`config.mk`:
```
export PLATFORM = sky130hd
export DESIGN_NAME = mult_arb_seq
export DESIGN_NICKNAME = d
export VERILOG_FILES = /design/src/rtl/mult_arb_pkg.sv /design/src/rtl/mult_arb_pick.sv /design/src/rtl/mult_arb_seq.sv
export SDC_FILE = /design/constraint.sdc
export NUM_CORES = 1
export LEC_CHECK = 0
export ABC_AREA = 0
export CORE_MARGIN = 4
export CORE_UTILIZATION = 34
export DETAILED_ROUTE_END_ITERATION = 12
export GPL_TIMING_DRIVEN = 0
export PLACE_DENSITY = 0.78
export SLEW_MARGIN = 10
export SYNTH_ARGS = -nofsm -noshare
export SYNTH_HDL_FRONTEND = slang
export SYNTH_SLANG_ARGS = --single-unit
```
`constraint.sdc`:
```
create_clock -name Clk -period 1.35 [get_ports Clk]
set_clock_uncertainty 0.1 [all_clocks]
set_input_delay 0.2025 -clock Clk [delete_from_list [all_inputs] [get_ports Clk]]
set_output_delay 0.2025 -clock Clk [all_outputs]
set_load 0.1 [all_outputs]
```
`src/rtl/mult_arb_pkg.sv`:
```
// Shared encodings for the multiplier arbiter/sequencer (mult_arb_seq).
package mult_arb_pkg;

  typedef enum logic [1:0] {
    IDLE  = 2'd0,
    ISSUE = 2'd1,
    WAIT  = 2'd2,
    RESP  = 2'd3
  } state_t;

  localparam logic REQ_ALU = 1'b0;
  localparam logic REQ_AGU = 1'b1;

endpackage

```
`src/rtl/mult_arb_pick.sv`:
```
// Combinational 2-way requester picker. Round-robin tie-break when
// MULT_ARB_RR_EN is defined, otherwise requester 0 always wins ties.
module mult_arb_pick
  import mult_arb_pkg::*;
(
  input  logic       Req0,
  input  logic       Req1,
`ifdef MULT_ARB_RR_EN
  input  logic       Ptr,
`endif
  output logic [1:0] Grant,
  output logic       GntId
);

  always_comb begin
    // NOTE: every output gets a default before any branch so no latch is inferred.
    GntId = REQ_ALU;
    Grant = 2'b00;
`ifdef MULT_ARB_RR_EN
    if (Req0 && Req1) GntId = Ptr;
    else if (Req1)    GntId = REQ_AGU;
`else
    if (!Req0 && Req1) GntId = REQ_AGU;
`endif
    if (Req0 || Req1) Grant = (GntId == REQ_AGU) ? 2'b10 : 2'b01;
  end

endmodule

```
`src/rtl/mult_arb_seq.sv`:
```
// Arbiter/sequencer in front of the shared shift-add multiplier.
// Define MULT_ARB_RR_EN for round-robin tie-breaking; default is fixed priority.
module mult_arb_seq
  import mult_arb_pkg::*;
#(
  parameter int WIDTH = 16
) (
  input  logic               Clk,
  input  logic               Rst,
  input  logic               Req0,
  input  logic               Req1,
  input  logic [WIDTH-1:0]   A0,
  input  logic [WIDTH-1:0]   B0,
  input  logic [WIDTH-1:0]   A1,
  input  logic [WIDTH-1:0]   B1,
  output logic               Ack0,
  output logic               Ack1,
  output logic               MulSt,
  output logic [WIDTH-1:0]   MulMcand,
  output logic [WIDTH-1:0]   MulMplier,
  input  logic               MulIdle,
  input  logic               MulDone,
  input  logic [2*WIDTH-1:0] MulProduct,
  output logic               RspValid,
  output logic               RspId,
  output logic [2*WIDTH-1:0] RspProduct,
  output logic               Busy
);

  state_t     state;
  logic       owner;
  logic [1:0] grant;
  logic       gnt_id;

`ifdef MULT_ARB_RR_EN
  logic ptr;
`endif

  mult_arb_pick u_pick (
    .Req0  (Req0),
    .Req1  (Req1),
`ifdef MULT_ARB_RR_EN
    .Ptr   (ptr),
`endif
    .Grant (grant),
    .GntId (gnt_id)
  );

  always_ff @(posedge Clk) begin
    // NOTE: sequential state uses non-blocking assignments only; the reset
    // clears every register, since all of them drive outputs or control.
    if (Rst) begin
      state      <= IDLE;
      owner      <= REQ_ALU;
      Ack0       <= 1'b0;
      Ack1       <= 1'b0;
      MulSt      <= 1'b0;
      MulMcand   <= '0;
      MulMplier  <= '0;
      RspValid   <= 1'b0;
      RspId      <= 1'b0;
      RspProduct <= '0;
      Busy       <= 1'b0;
`ifdef MULT_ARB_RR_EN
      ptr        <= REQ_ALU;
`endif
    end else begin
      // Strobes default low so each is a single-cycle pulse.
      Ack0     <= 1'b0;
      Ack1     <= 1'b0;
      MulSt    <= 1'b0;
      RspValid <= 1'b0;
      unique case (state)
        IDLE: begin
          if (MulIdle && (grant != 2'b00)) begin
            Ack0      <= grant[0];
            Ack1      <= grant[1];
            MulMcand  <= (gnt_id == REQ_AGU) ? A1 : A0;
            MulMplier <= (gnt_id == REQ_AGU) ? B1 : B0;
            owner     <= gnt_id;
            MulSt     <= 1'b1;
            Busy      <= 1'b1;
            state     <= ISSUE;
`ifdef MULT_ARB_RR_EN
            ptr       <= ~gnt_id;
`endif
          end
        end
        ISSUE: state <= WAIT;
        WAIT: begin
          if (MulDone) begin
            RspProduct <= MulProduct;
            RspValid   <= 1'b1;
            RspId      <= owner;
            state      <= RESP;
          end
        end
        RESP: begin
          Busy  <= 1'b0;
          state <= IDLE;
        end
      endcase
    end
  end

endmodule
```
**Word level (Yosys, flattened, before mapping)**

Index checks and enable logic that the tools add are counted.

- Output and inout port bits: 70
- Register bits after elaboration: 73
- Bits of input ports: 102
- Word-level logic and storage cells: 45

- Bitwise logic cells: 3
- Equal/unequal tests: 5
- Muxes and demuxes: 12
- Reduce and logical (&&, ||, !) cells: 14

Operators with widths:

| operator | number |
|---|---|
| 16-bit 2-to-1 mux | 2 |
| 2-bit 2-to-1 mux | 4 |
| 2-bit case mux with 4 select lines | 1 |
| 2-bit AND reduction | 4 |
| 2-bit == test (second input constant) | 2 |
| 1-bit 2-to-1 mux | 4 |
| 2-bit != test (second input constant) | 2 |
| 2-bit nonzero test | 2 |
| 2-bit OR reduction | 2 |
| 1-bit NOT | 3 |
| 3-bit OR reduction | 1 |
| 2-bit by 1-bit == test with 1-bit output (second input constant) | 1 |
| 1-bit logical AND | 2 |
| 2-bit logical NOT | 1 |
| 1-bit case mux with 2 select lines | 1 |
| 1-bit logical NOT | 1 |
| 1-bit logical OR | 1 |

**Logic depth before layout (Yosys ltp)**

Gate-level depths: netlist (run 1).

- Depth in word-level cells: 9
- Depth in mapped cells: 7
- Gate-level depth less buffers: 5

**Hierarchy**

A second synthesis (run 1) with hierarchy kept.

- Cell total of the unflattened synthesis: 325
- Area total of the unflattened synthesis: 3049.2 um^2

Modules (own cells, without submodules):

| module | cells each | area an instance (um^2) | times used | sequential area each (um^2) |
|---|---|---|---|---|
| mult_arb_seq | 322 | 3031.7 | 1 | 1461.4 |
| mult_arb_pick | 3 | 17.5 | 1 | 0.0 |

**Worst setup path before layout (run 1)**

No wires, ideal clock.

- Kind: register to register
- From: register, netlist name Busy
- To: register Busy
- Path slack: -0.359 ns
- Data required time: 1.144 ns
- Buffers on the path: 0
- Library setup time: 0.106 ns
- Data arrival time: 1.503 ns
- Cell stages (with the launch flop): 3
- Period minus slack after synthesis: 1.709 ns
- Path through: dfxtp_1 or3b_2 o311ai_0

RTL lines:

| element | line | source |
|---|---|---|
| end signal, assigned | mult_arb_seq.sv:63 | `Busy <= 1'b0;` |
| end signal, assigned | mult_arb_seq.sv:82 | `Busy <= 1'b1;` |
| end signal, assigned | mult_arb_seq.sv:99 | `Busy <= 1'b0;` |
| end, declared | mult_arb_seq.sv:27 | `output logic Busy` |

**Final worst setup path (run 1)**

- From: register state[0]
- To: register RspProduct[10]

- Cells in the longest elaborated chain, start to end: 2

Ends and longest elaborated chain:

| element | line | source |
|---|---|---|
| start, declared | mult_arb_seq.sv:30 | `state_t state;` |
| start signal, assigned | mult_arb_seq.sv:53 | `state <= IDLE;` |
| start signal, assigned | mult_arb_seq.sv:83 | `state <= ISSUE;` |
| start signal, assigned | mult_arb_seq.sv:89 | `ISSUE: state <= WAIT;` |
| 2-bit == test | mult_arb_seq.sv:73 | `unique case (state)` |
| 2-bit AND reduction (no line) | - |  |
| end signal, assigned | mult_arb_seq.sv:92 | `RspProduct <= MulProduct;` |
| end, declared | mult_arb_seq.sv:26 | `output logic [2*WIDTH-1:0] RspProduct,` |

Every way passes these cells.
A chain may end at the register's enable or synchronous reset.

==> impl_metrics.py, run 1 <==
metrics = {
    "synth": {
        "synth_fp_nets": 428,
        "synth_area_leader_cell": "dfxtp_1",
        "synthCells": 323,
        "synth_edf_count": 0,
        "synth_area_leaders": "dfxtp_1 50%, mux2i_1 11%, nand2_1 8.8%",
        "synthFlopType": "dfxtp_1",
        "avgSynthCellArea_um2": 9.03,
        "netlist_area_um2": 2920,
        "seq_area_frac_synth": 0.501,
        "yosysWarnings": 0,
        "synth_top_area_frac": 0.501,
        "synth-async-reset-ratio": 0,
        "yosys.cell_types.count": 27,
        "ys_ff_latch": 73,
    },
    "cells_and_area": {
        "layout-drive-gt1-share": 0.556,
        "finalNetCount": 627,
        "mostFrequentLayoutCells": "99 x clkdlybuf4s50_1, 78 x buf_4, 38 x dfxtp_1",
        "fillers": 584,
        "antenna_cells": 0,
        "synthToLayoutAreaGrowth_pct": 99.7,
        "final_common_cell": "clkdlybuf4s50_1",
    },
    "critical_path": {
        "crit_path_start_kind": "flop",
        "worstPathCellList": "inv_4, ha_4, and2_4, buf_12, clkbuf_16, nand2_4, a21oi_1",
        "arrival_ps": 1590,
        "r2r_cells": 7,
        "critPathMaxStageDelay_ps": 340,
        "cp_slowest_cell": "dfxtp_2",
        "timing_worst_setup_path_type": "flop to flop",
        "cp.required_ps": 1520,
        "end_kind": "flop",
        "crit_fanout": 5,
    },
    "drt": {
        "drt_first_pass_iters": 4,
        "num_vias": 3092,
        "drt-wirelength-per-cell_um": 16.8,
        "viasPerCell": 4.89,
        "antenna_left": 0,
        "drc": 0,
        "drt_iter0_drc": 56,
        "wl_um": 10600,
    },
    "clocking": {
        "cts_tree": "built",
        "cts_hold_buf": 0,
        "ctsRootBufferMaster": "clkbuf_8",
        "cts_inserted_buffers": 9,
        "clk_pin_slew_ps": 80,
        "clock_latency_ps": 340,
        "h-tree-depth": 3,
        "cts_max_path_buffers": 2,
        "cts_sinks": 73,
    },
    "floorplanning": {
        "io_pins": 172,
        "core_area_um2": 8300,
        "die_area_um2": 10100,
        "rows": 33,
        "start_util": 0.351,
        "die_x_um": 101,
        "die_y_um": 101,
    },
    "global_route": {
        "grt_start_max_net_pins": 14,
        "grt_usage": 0.183,
        "grt_pass1_wl_um": 14600,
        "antenna_found_initial": 0,
        "grt_overflow_total": 0,
        "grt_pass1_vias": 3097,
    },
    "sta": {
        "fin_ws_ps": -70.6,
        "period_share": 1.05,
        "maxSlewViolCount": 0,
        "slew_headroom": 0.750,
        "period_minus_slack_ps": 1420,
        "fin_tns_setup_ps": -1330,
        "rsz0062_at_grt": "true",
        "finalSetupViolations": 49,
        "holdWs_ps": 243,
        "max_freq_mhz": 704,
        "hold_viol_final": 0,
        "worstMarginPinSlew_ps": 374,
    },
    "place": {
        "io_buffers": 171,
        "dp_hpwl_um": 6900,
        "globalplace.congestion": 0.766,
    },
    "status": {
        "status": "complete, but fails checks",
        "violations": "negative setup slack",
    },
    "min_path": {
        "worstHoldPathCells": 2,
        "hold_class": "input pin to flop",
    },
    "power": {
        "power.density_nw_per_um2": 1920,
        "peakVddDrop_v": 0.00104,
        "leakagePower_uw": 0.00251,
    },
    "flow_run": {
        "cap_violations": 0,
    },
}
==> worst max-delay path, delay by kind of cell, from the launching register on <==
family | cells | cell delay [ps]
adder cells (fa/ha/maj) | 1 | 150
AND/OR/NAND/NOR | 2 | 210
flip-flops | 1 | 340
AO/OA/AOI/OAI | 1 | 150
buffers and inverters | 3 | 380
==> cell families (layout without fill, tap and decap cells) <==
group | Yosys count | count (layout) | synth area share
adder cells (fa/ha/maj) | 3 | 3 | 0.0129
buffers and inverters | 28 | 232 | 0.0597
AO/OA/AOI/OAI | 72 | 72 | 0.156
multiplexers | 33 | 33 | 0.113
flip-flops | 73 | 73 | 0.501
AND/OR/NAND/NOR | 114 | 114 | 0.157
==> routing by layer <==
metal | vias to the layer above | GRT usage | part of all wire
li1 | 1500 | - | -
met3 | 9 | 0.0664 | 0.086
met1 | 1454 | 0.212 | 0.40
met4 | 0 | 0.0591 | 0.012
met2 | 129 | 0.312 | 0.50
met5 | - | 0 | 0
==> through the flow <==
step | total power, uW | worst slack, ps | instance area, um^2 | instances | util
after floorplan | 6890 | -57.0 | 3010 | 323 | -
after global placement | 8190 | -562 | 4850 | 599 | 0.584
after detailed placement | 8270 | -612 | 4850 | 599 | 0.584
after CTS | 10500 | -87.1 | 5230 | 625 | 0.630
after global routing | 11600 | -119 | 5820 | 632 | 0.702
final | 11200 | -70.6 | 5820 | 632 | 0.702
==> final cells by class <==
cell class                 instances  area (um^2)  share of cell area
clock inverter                     6         67.6              0.0116
timing repair buffer             188         1790               0.307
sequential                        73         1510               0.259
inverter                           2         10.0             0.00172
tap                              105          131              0.0226
multi-input combinational        222         1860               0.319
clock buffer                      10          128              0.0219
buffer                            26          333              0.0572
==> power by group <==
| part | total, uW | leakage [uW] | internal, uW | switching, uW |
|---|---|---|---|---|
| Combinational | 6530 | 0.00180 | 2110 | 4430 |
| Sequential | 2950 | 0.000609 | 2650 | 296 |
| Clock | 1720 | 0.0000929 | 861 | 859 |
==> state kept, by name (all words and copies together) (netlist names) <==
name	count
state	2
Ack0	1
owner	1
Ack1	1
RspId	1
RspValid	1
RspProduct	32
MulSt	1
MulMcand	16
MulMplier	16
Busy	1
==> Yosys cell counts, types with 2 or more instances <==
cell type	n
clkbuf_1	13
nor2_1	36
buf_2	7
inv_1	2
a21oi_1	35
ha_1	3
a211oi_1	32
buf_12	3
nand2b_1	3
mux2i_1	33
dfxtp_1	73
nand2_1	68
==> path summary, 6_finish.rpt <==
kind | from | endpoint | slack, ps
min reg2reg | RspProduct[3] | RspProduct[3] | 360
max reg2reg | state[0] | RspProduct[10] | -70
min | Req0 | Ack0 | 240
max | state[0] | RspProduct[10] | -70
==> what timing repair did <==
action | in CTS | in global routing
pin swaps | 14 | 59
gates cloned | 5 | 5
resized for setup | 497 | 129
hold endpoints to repair | 0 | 0
endpoints found under the setup margin | 139 | 66
buffers inserted | 5 | 2
No activity file was read; power rests on OpenSTA's default activity.
==> run 2: changes to the inputs <==
--- a/config.mk
+++ b/config.mk
@@ -9,7 +9,7 @@
 export CORE_MARGIN = 4
 export CORE_UTILIZATION = 34
 export DETAILED_ROUTE_END_ITERATION = 12
-export GPL_TIMING_DRIVEN = 0
+export GPL_TIMING_DRIVEN = 1
 export PLACE_DENSITY = 0.78
 export SLEW_MARGIN = 10
 export SYNTH_ARGS = -nofsm -noshare
==> run 2 against run 1 <==
The run still ends with negative setup slack left; global-route usage fell by 0.19 points; final cell count fell by 2.8%; total power rose by 7.5%; critical path type unchanged; critical endpoint is now MulMplier[11]; largest cell class unchanged.
==> impl_metrics.py, run 2 (same netlist as run 1, synthesis figures left out) <==
metrics = {
    "global_route": {
        "grt_overflow_total": 0,
        "grt_start_max_net_pins": 48,
        "grt_util_met3": 0.0699,
        "use_met1": 0.190,
        "grt_usage": 0.181,
        "antenna_found_initial": 0,
        "grt_pass1_vias": 3031,
        "grt_busiest_layer": "met2",
        "gr-usage-met2": 0.328,
        "grt_pass1_wl_um": 14400,
    },
    "critical_path": {
        "crit_fanout": 8,
        "cp.required_ps": 1500,
        "end_kind": "flop",
        "worstPathCellList": "inv_2, ha_4, o211a_4, clkbuf_16, nor2_1, a211oi_2",
        "critPathMaxStageDelay_ps": 330,
        "r2r_cells": 6,
        "crit_path_start_kind": "flop",
        "reg2reg_slack_ps": -70,
        "timing_worst_setup_path_type": "flop to flop",
        "r2r_end": "MulMplier[11]",
        "r2r_start": "state[0]",
        "arrival_ps": 1570,
        "cp_slowest_cell": "dfxtp_2",
    },
    "power": {
        "leakagePower_uw": 0.00242,
        "p_switching_uw": 5520,
        "peakVddDrop_v": 0.000988,
        "comb_power_share": 0.582,
        "power.density_nw_per_um2": 1930,
        "pwr-share-seq": 0.258,
        "intPower_uw": 6520,
        "p_clk_frac": 0.160,
        "swShare": 0.459,
    },
    "cells_and_area": {
        "mostFrequentLayoutCells": "100 x clkdlybuf4s50_1, 74 x buf_12, 63 x nand2_1",
        "final_cell_count_no_fill": 614,
        "final_common_cell": "clkdlybuf4s50_1",
        "finalNetCount": 609,
        "reg.largest.list": "RspProduct (32), MulMcand (16), MulMplier (16)",
        "top_register": "RspProduct",
        "synthToLayoutAreaGrowth_pct": 114,
        "largest_reg_flops": 32,
        "antenna_cells": 0,
        "layout-drive-gt1-share": 0.424,
    },
    "clocking": {
        "cts_tree": "built",
        "cts_hold_buf": 0,
        "cts_sinks": 73,
        "clock_latency_ps": 330,
        "clk_pin_slew_ps": 80,
        "cts_max_path_buffers": 2,
        "ctsRootBufferMaster": "clkbuf_8",
        "cts_inserted_buffers": 9,
        "h-tree-depth": 3,
    },
    "floorplanning": {
        "core_area_um2": 8300,
        "start_util": 0.351,
        "io_pins": 172,
        "die_y_um": 101,
        "rows": 33,
        "die_x_um": 101,
        "die_area_um2": 10100,
    },
    "sta": {
        "period_minus_slack_ps": 1420,
        "finalSetupViolations": 64,
        "worstMarginPinSlew_ps": 626,
        "holdWs_ps": 115,
        "max_freq_mhz": 706,
        "maxSlewViolCount": 0,
        "rsz0062_at_grt": "true",
        "fin_ws_ps": -67.4,
        "slew_headroom": 0.582,
        "period_share": 1.05,
        "hold_viol_final": 0,
    },
    "place": {
        "globalplace.congestion": 0.788,
        "dp_cells": 588,
        "io_buffers": 171,
        "dp_hpwl_um": 6860,
    },
    "drt": {
        "drt-wirelength-per-cell_um": 17.4,
        "drc": 0,
        "viasPerCell": 4.97,
        "antenna_left": 0,
        "wl_um": 10700,
        "num_vias": 3054,
        "drt_first_pass_iters": 4,
        "drt_iter0_drc": 43,
    },
    "min_path": {
        "worst_hold_path.endpoint": "Busy",
        "hold_class": "input pin to flop",
        "worstHoldPathCells": 3,
        "hp-start": "Rst",
    },
    "flow_run": {
        "cap_violations": 0,
    },
    "status": {
        "violations": "negative setup slack",
        "status": "complete, but fails checks",
    },
}
[run 2: worst max-delay path by stage]
stage | startpoint | to | slack (ps) | cells past startpoint
4_1_cts | state[1] | Busy | -60 | 4
3_5_place_dp | Req1 | MulMcand[2] | -420 | 5
2_1_floorplan | Busy | Busy | -60 | 2
3_3_place_gp | Req0 | MulMcand[12] | -340 | 5
6_report | state[0] | MulMplier[11] | -70 | 6
5_1_grt | state[0] | owner | -120 | 7
[run 2: worst max-delay path: cells and delay by family (launching register included)]
family / cells / cell delay [ps]
AO/OA/AOI/OAI: 2 / 460
adder cells (fa/ha/maj): 1 / 140
buffers and inverters: 2 / 270
flip-flops: 1 / 330
AND/OR/NAND/NOR: 1 / 50
[run 2: what timing repair did]
action | 4_1_cts | 5_1_grt
setup buffers | 1 | 1
setup endpoints to repair | 69 | 70
cloned | 3 | 5
pin swaps | 6 | 32
resized for setup | 27 | 48
[run 2: per-layer routing]
| metal | vias up | wire [um] |
|---|---|---|
| li1 | 1462 | - |
| met1 | 1419 | 3930 |
| met2 | 153 | 5550 |
| met3 | 20 | 1010 |
| met4 | 0 | 206 |
| met5 | - | 0 |
[run 2: metrics by stage]
step | area, um^2 | power, uW | TNS [ps] | worst slack (ps) | utilization
2_1_floorplan | 3010 | 6890 | -57.0 | -57.0 | -
3_3_place_gp | 5510 | 9240 | -13990 | -336 | 0.664
3_5_place_dp | 5510 | 9350 | -16380 | -418 | 0.664
4_1_cts | 5920 | 11700 | -1380 | -57.1 | 0.714
5_1_grt | 6220 | 12500 | -5900 | -124 | 0.750
6_report | 6220 | 12000 | -1770 | -67.4 | 0.750
[run 2: cell type report]
class / instances / area, um^2
repair buffers: 196 / 2780
clock inverters: 6 / 90.1
clock buffers: 10 / 138
flip-flops and latches: 73 / 1510
multi-input cells: 222 / 1570
inverters: 2 / 7.51
fillers: 527 / 2070
well taps: 105 / 131
[run 2: power by group through the flow]
stage	combinational (uW)	clock, uW	sequential (uW)
after floorplan	1140	0	5740
after global placement	6130	0	3110
after detailed placement	6210	0	3140
after CTS	6630	1960	3090
after global routing	7270	2050	3160
final	7010	1920	3110
==> edit 1 (settings of run 1) <==
Add a define of `MULT_ARB_RR_EN`.
--- a/src/rtl/mult_arb_pick.sv
+++ b/src/rtl/mult_arb_pick.sv
@@ -1,5 +1,7 @@
 // Combinational 2-way requester picker. Round-robin tie-break when
 // MULT_ARB_RR_EN is defined, otherwise requester 0 always wins ties.
+`define MULT_ARB_RR_EN
+
 module mult_arb_pick
   import mult_arb_pkg::*;
 (
Formal check against the unedited RTL: not equivalent (Yosys sat finds a counterexample within 10 cycles, from zero or initial values and one cycle with Rst high).
==> edit 1 against run 1 <==
The flow still finishes with violations (setup timing); cell area down 5.7%; sequential cell count up 1; power up 1.3%; critical path depth unchanged; hold slack better by 50 ps; cell count up 9.7%; core utilization down 11 points; wire length up 1.0%; synthesized area up 12%; sequential share of layout area up 1.9 points; setup slack worse by 29 ps.
==> edit 1: results (changes against run 1) <==
| Metric | Value |
|---|---|
| Gpl congestion | `0.738 (was 0.766)` |
| IR drop worst, VDD | `1.25 mV (was 1.04 mV)` |
| Worst reg2reg path startpoint | `state[1] (was state[0])` |
| Layout cell share with drive strength beyond 1 | `36.2% (was 55.6%)` |
| Final setup violation count | `65 (was 49)` |
| R2R Path End | `MulSt (was RspProduct[10])` |
| WL per Instance | `15.5 microns (was 16.8 microns)` |
| Commonest cells post-synth | `dfxtp_1 (74), nand2_1 (69), nor2_1 (37) (was dfxtp_1 (73), nand2_1 (68), nor2_1 (36))` |
| Worst-Margin Slew | `456 ps (was 374 ps)` |
| Complex-gate fraction of the synthesized area | `26.4% (was 15.6%)` |
| Mux share of post-synthesis cell area | `0.308% (was 11.3%)` |
| All-Layer GR Usage | `18.5% (was 18.3%)` |
| Hold depth | `4 (was 2)` |
| Post-route setup slack | `-99.2 ps (was -70.6 ps)` |
| Violated checks | `setup timing (unchanged)` |
| Syn Nets | `476 (was 428)` |
| Status | `complete, but fails checks (unchanged)` |
| Fill cells | `868 (was 584)` |
| Sequential share of the synthesized area | `45.6% (was 50.1%)` |
| Worst Setup SP | `state[1] (was state[0])` |
| LEAKAGE | `2.10 nW (was 2.51 nW)` |
| Max incr delay on CP | `360 ps (was 340 ps)` |
| Worst Path Max Fanout | `4 (was 5)` |
| DP Area | `5190 sq um (was 4850 sq um)` |
| WHS Endpoint | `MulMplier[0] (was Ack0)` |
| Hold wc startpoint | `Req1 (was Req0)` |
| Post-Synth Adder-Cell Area | `1.15% (was 1.29%)` |
| Via count | `3426 (was 3092)` |
| Global-route wire length before repair | `16700 microns (was 14600 microns)` |
| Synth top area cells | `dfxtp_1 (46%), a311oi_2 (14%), nand2_1 (8.0%) (was dfxtp_1 (50%), mux2i_1 (11%), nand2_1 (8.8%))` |
| Initial drt markers | `89 (was 56)` |
| Final Net Count | `664 (was 627)` |
| Hpwl dp | `8150 microns (was 6900 microns)` |
==> edit 1: cell types whose count changed after synthesis, sizes merged <==
cell           run 1  this run
clkbuf            13        10
o21ai              1        33
a311oi             0        33
or2                1         0
nor2              36        37
a211oi            32         0
nand2             68        69
dfxtp             73        74
mux2i             33         1
nand3              0        33
buf               13        26
inv                2         3
and2b              0         1
==> edit 1: metal layers <==
layer	global-route usage, %	share of wire (%)	up-vias
met5	0	0	-
li1	-	-	1679
met1	20.3	40	1583
met3	6.61	9.4	12
met2	33.2	49	152
met4	5.64	1.5	0
==> edit 1: worst max path at each step <==
stage                        end  slack [ps]  cells past startpoint
floorplan                  RspId           5                      7
global placement     MulMcand[9]        -520                      5
detailed placement  MulMplier[2]        -550                      5
CTS                  MulMcand[7]        -110                      6
global route         MulMcand[8]        -180                      6
finish                     MulSt        -100                      7
==> edit 1: worst max-delay path, delay by kind of cell (launching register included) <==
family                     cells  cell delay, ps
DFF                            1             360
AOI/OAI and AO/OA              1             180
buffers and inverters          4             440
adders and majority gates      1             150
and+or+nand+nor                1             120
==> edit 1: cell type report <==
type                       count  area [sq um]  share of cell area (%)
sequential                    74          1530                    27.8
multi-input combinational    258          1590                    28.9
inverter                       3          11.3                   0.205
clock inverter                 5           108                    1.96
buffer                        36           310                    5.65
clock buffer                  11           163                    2.96
timing repair buffer         177          1620                    29.5
tap                          129           161                    2.94
==> edit 1: through the flow <==
step	utilization, %	setup TNS (ps)	std cells	hold slack, ps
after floorplan	-	0	371	239
final	59.1	-3420	693	293
after global placement	56.0	-54180	671	342
after detailed placement	56.0	-56520	671	347
after CTS	58.4	-3890	691	291
after global routing	59.1	-8860	693	299
==> edit 1: cells by family (layout without fill, tap and decap cells) <==
family                     after synthesis  count (layout)
AOI/OAI and AO/OA                      105             105
buffers and inverters                   39             232
DFF                                     74              74
and+or+nand+nor                        149             149
muxes                                    1               1
adders and majority gates                3               3
==> edit 1: what timing repair did <==
item | in CTS | in global routing
setup endpoints to repair | 137 | 72
pin swaps | 5 | 6
setup buffers | 3 | 2
cloned | 1 | 0
resized for setup | 448 | 20
==> edit 1: report_power, final <==
part / switching [W] / internal (W) / leakage (nW) / total, W
combinational: 0.00432 / 0.00183 / 1.35 / 0.00615
clock: 0.000852 / 0.00140 / 0.135 / 0.00225
sequential: 0.000252 / 0.00269 / 0.617 / 0.00294
total: 0.00542 / 0.00592 / 2.10 / 0.0113
==> edit 2 (flow settings as in run 1) <==
Made on the original files. Make the reset (`Rst`) asynchronous in one clocked block.
--- a/src/rtl/mult_arb_seq.sv
+++ b/src/rtl/mult_arb_seq.sv
@@ -46,7 +46,7 @@
     .GntId (gnt_id)
   );
 
-  always_ff @(posedge Clk) begin
+  always_ff @(posedge Clk or posedge Rst) begin
     // NOTE: sequential state uses non-blocking assignments only; the reset
     // clears every register, since all of them drive outputs or control.
     if (Rst) begin
Check against the original RTL: differs if Rst is asserted again (counterexample within 4 cycles, from zero or initial values and one cycle with Rst high); with Rst held inactive, the same outputs for 10 cycles.
==> edit 2 against run 1 <==
First-iteration DRC count increased by 11%; wire length decreased by 13%; the flow still finishes with violations (setup timing); sequential cell count unchanged; setup slack got worse by 54 ps; synthesized area increased by 6.4%; non-clock buffer count decreased by 14; cell area decreased by 3.2%; cell count decreased by 13%.
Power is not shown: default switching activity piles up to over one toggle a cycle in this logic, so the estimate is an artifact.
==> edit 2: results (changes against run 1) <==
| Metric | Value |
|---|---|
| Status | `complete, but fails checks (unchanged)` |
| Violated checks | `setup timing (unchanged)` |
| Syn Nets | `345 (was 428)` |
| Min-delay worst type | `in2async (was in2reg)` |
| Commonest cells post-synth | `dfrtp_1 (73), mux2_2 (34), nand2_1 (33) (was dfxtp_1 (73), nand2_1 (68), nor2_1 (36))` |
| CTS resizes | `471 (was 497)` |
| Met3 GRT Util | `4.23% (was 6.64%)` |
| Setup tns final | `-5920 ps (was -1330 ps)` |
| Clk_buf instances | `11 (was 10)` |
| Buffer share of cell area | `35.6% (was 36.4%)` |
| Vias per cell | `4.72 (was 4.89)` |
| Gpl congestion | `0.716 (was 0.766)` |
| Setup Buffers After CTS | `6 (was 5)` |
| Worst reg2reg path startpoint | `state[0] (unchanged)` |
| Vias in the first global route | `2818 (was 3097)` |
| Hpwl dp | `6820 microns (was 6900 microns)` |
| Multi-input gate count | `147 (was 222)` |
| Async set-reset flop share out of synthesis | `100% (was 0%)` |
| Netlist cell types | `23 (was 27)` |
| Hold slack final | `60.2 ps (was 243 ps)` |
| R2r worst-path depth | `5 (was 7)` |
| Max incr delay on CP | `390 ps (was 340 ps)` |
| Clock buf/inv share | `3.51% (was 3.35%)` |
| Post-route setup slack | `-125 ps (was -70.6 ps)` |
| Final setup violation count | `65 (was 49)` |
| Sequential share of the synthesized area | `58.9% (was 50.1%)` |
| CP top delay family | `flip-flops (was buffers and inverters)` |
| Multi-input gate area | `1440 sq um (was 1860 sq um)` |
| Worst Path Max Fanout | `10 (was 5)` |
| All-Layer GR Usage | `17.3% (was 18.3%)` |
| Pre-CTS setup slack | `-477 ps (was -612 ps)` |
| Final core utilization | `64.0% (was 70.2%)` |
| DP Cell Count | `520 (was 599)` |
| Largest net degree at the start of global routing | `36 (was 14)` |
| Global-route wire length before repair | `15000 microns (was 14600 microns)` |
| FF/Latch Area | `1830 sq um (was 1510 sq um)` |
| Signal buffers | `200 (was 214)` |
| Layout cell share with drive strength beyond 1 | `45.4% (was 55.6%)` |
| Non-clock inverters | `5 (was 2)` |
| Seq cells | `73 (unchanged)` |
| Critical-path top delay cell | `dfrtp_1 (was dfxtp_2)` |
| WL per Instance | `16.9 microns (was 16.8 microns)` |
| Synth top area cells | `dfrtp_1 (59%), mux2_2 (12%), mux2i_1 (10%) (was dfxtp_1 (50%), mux2i_1 (11%), nand2_1 (8.8%))` |
## edit 2: changes by cell type after synthesis, moves of 11 or more
cell,run 1,this run
a211oi_1,32,0
a21oi_1,35,1
clkbuf_1,13,2
dfrtp_1,0,73
dfxtp_1,73,0
mux2_2,0,34
nand2_1,68,33
nor2_1,36,1
o21ai_1,0,30
## edit 2: worst max-delay path by stage
stage              from              to  slack, ps  cells past startpoint
2_1_floorplan  state[1]    MulMcand[15]       -110                      7
3_3_place_gp        Rst  RspProduct[28]       -750                      2
3_5_place_dp       Req0     MulMcand[0]       -480                      4
4_1_cts        state[1]     MulMcand[0]       -130                      7
5_1_grt        state[0]           RspId       -160                      5
6_report       state[0]  RspProduct[10]       -120                      5
## edit 2: layer usage
| metal | wire length (microns) | share of wire (%) |
|---|---|---|
| met1 | 3810 | 41 |
| met2 | 4780 | 52 |
| met3 | 471 | 5.1 |
| met4 | 199 | 2.1 |
| met5 | 0 | 0 |
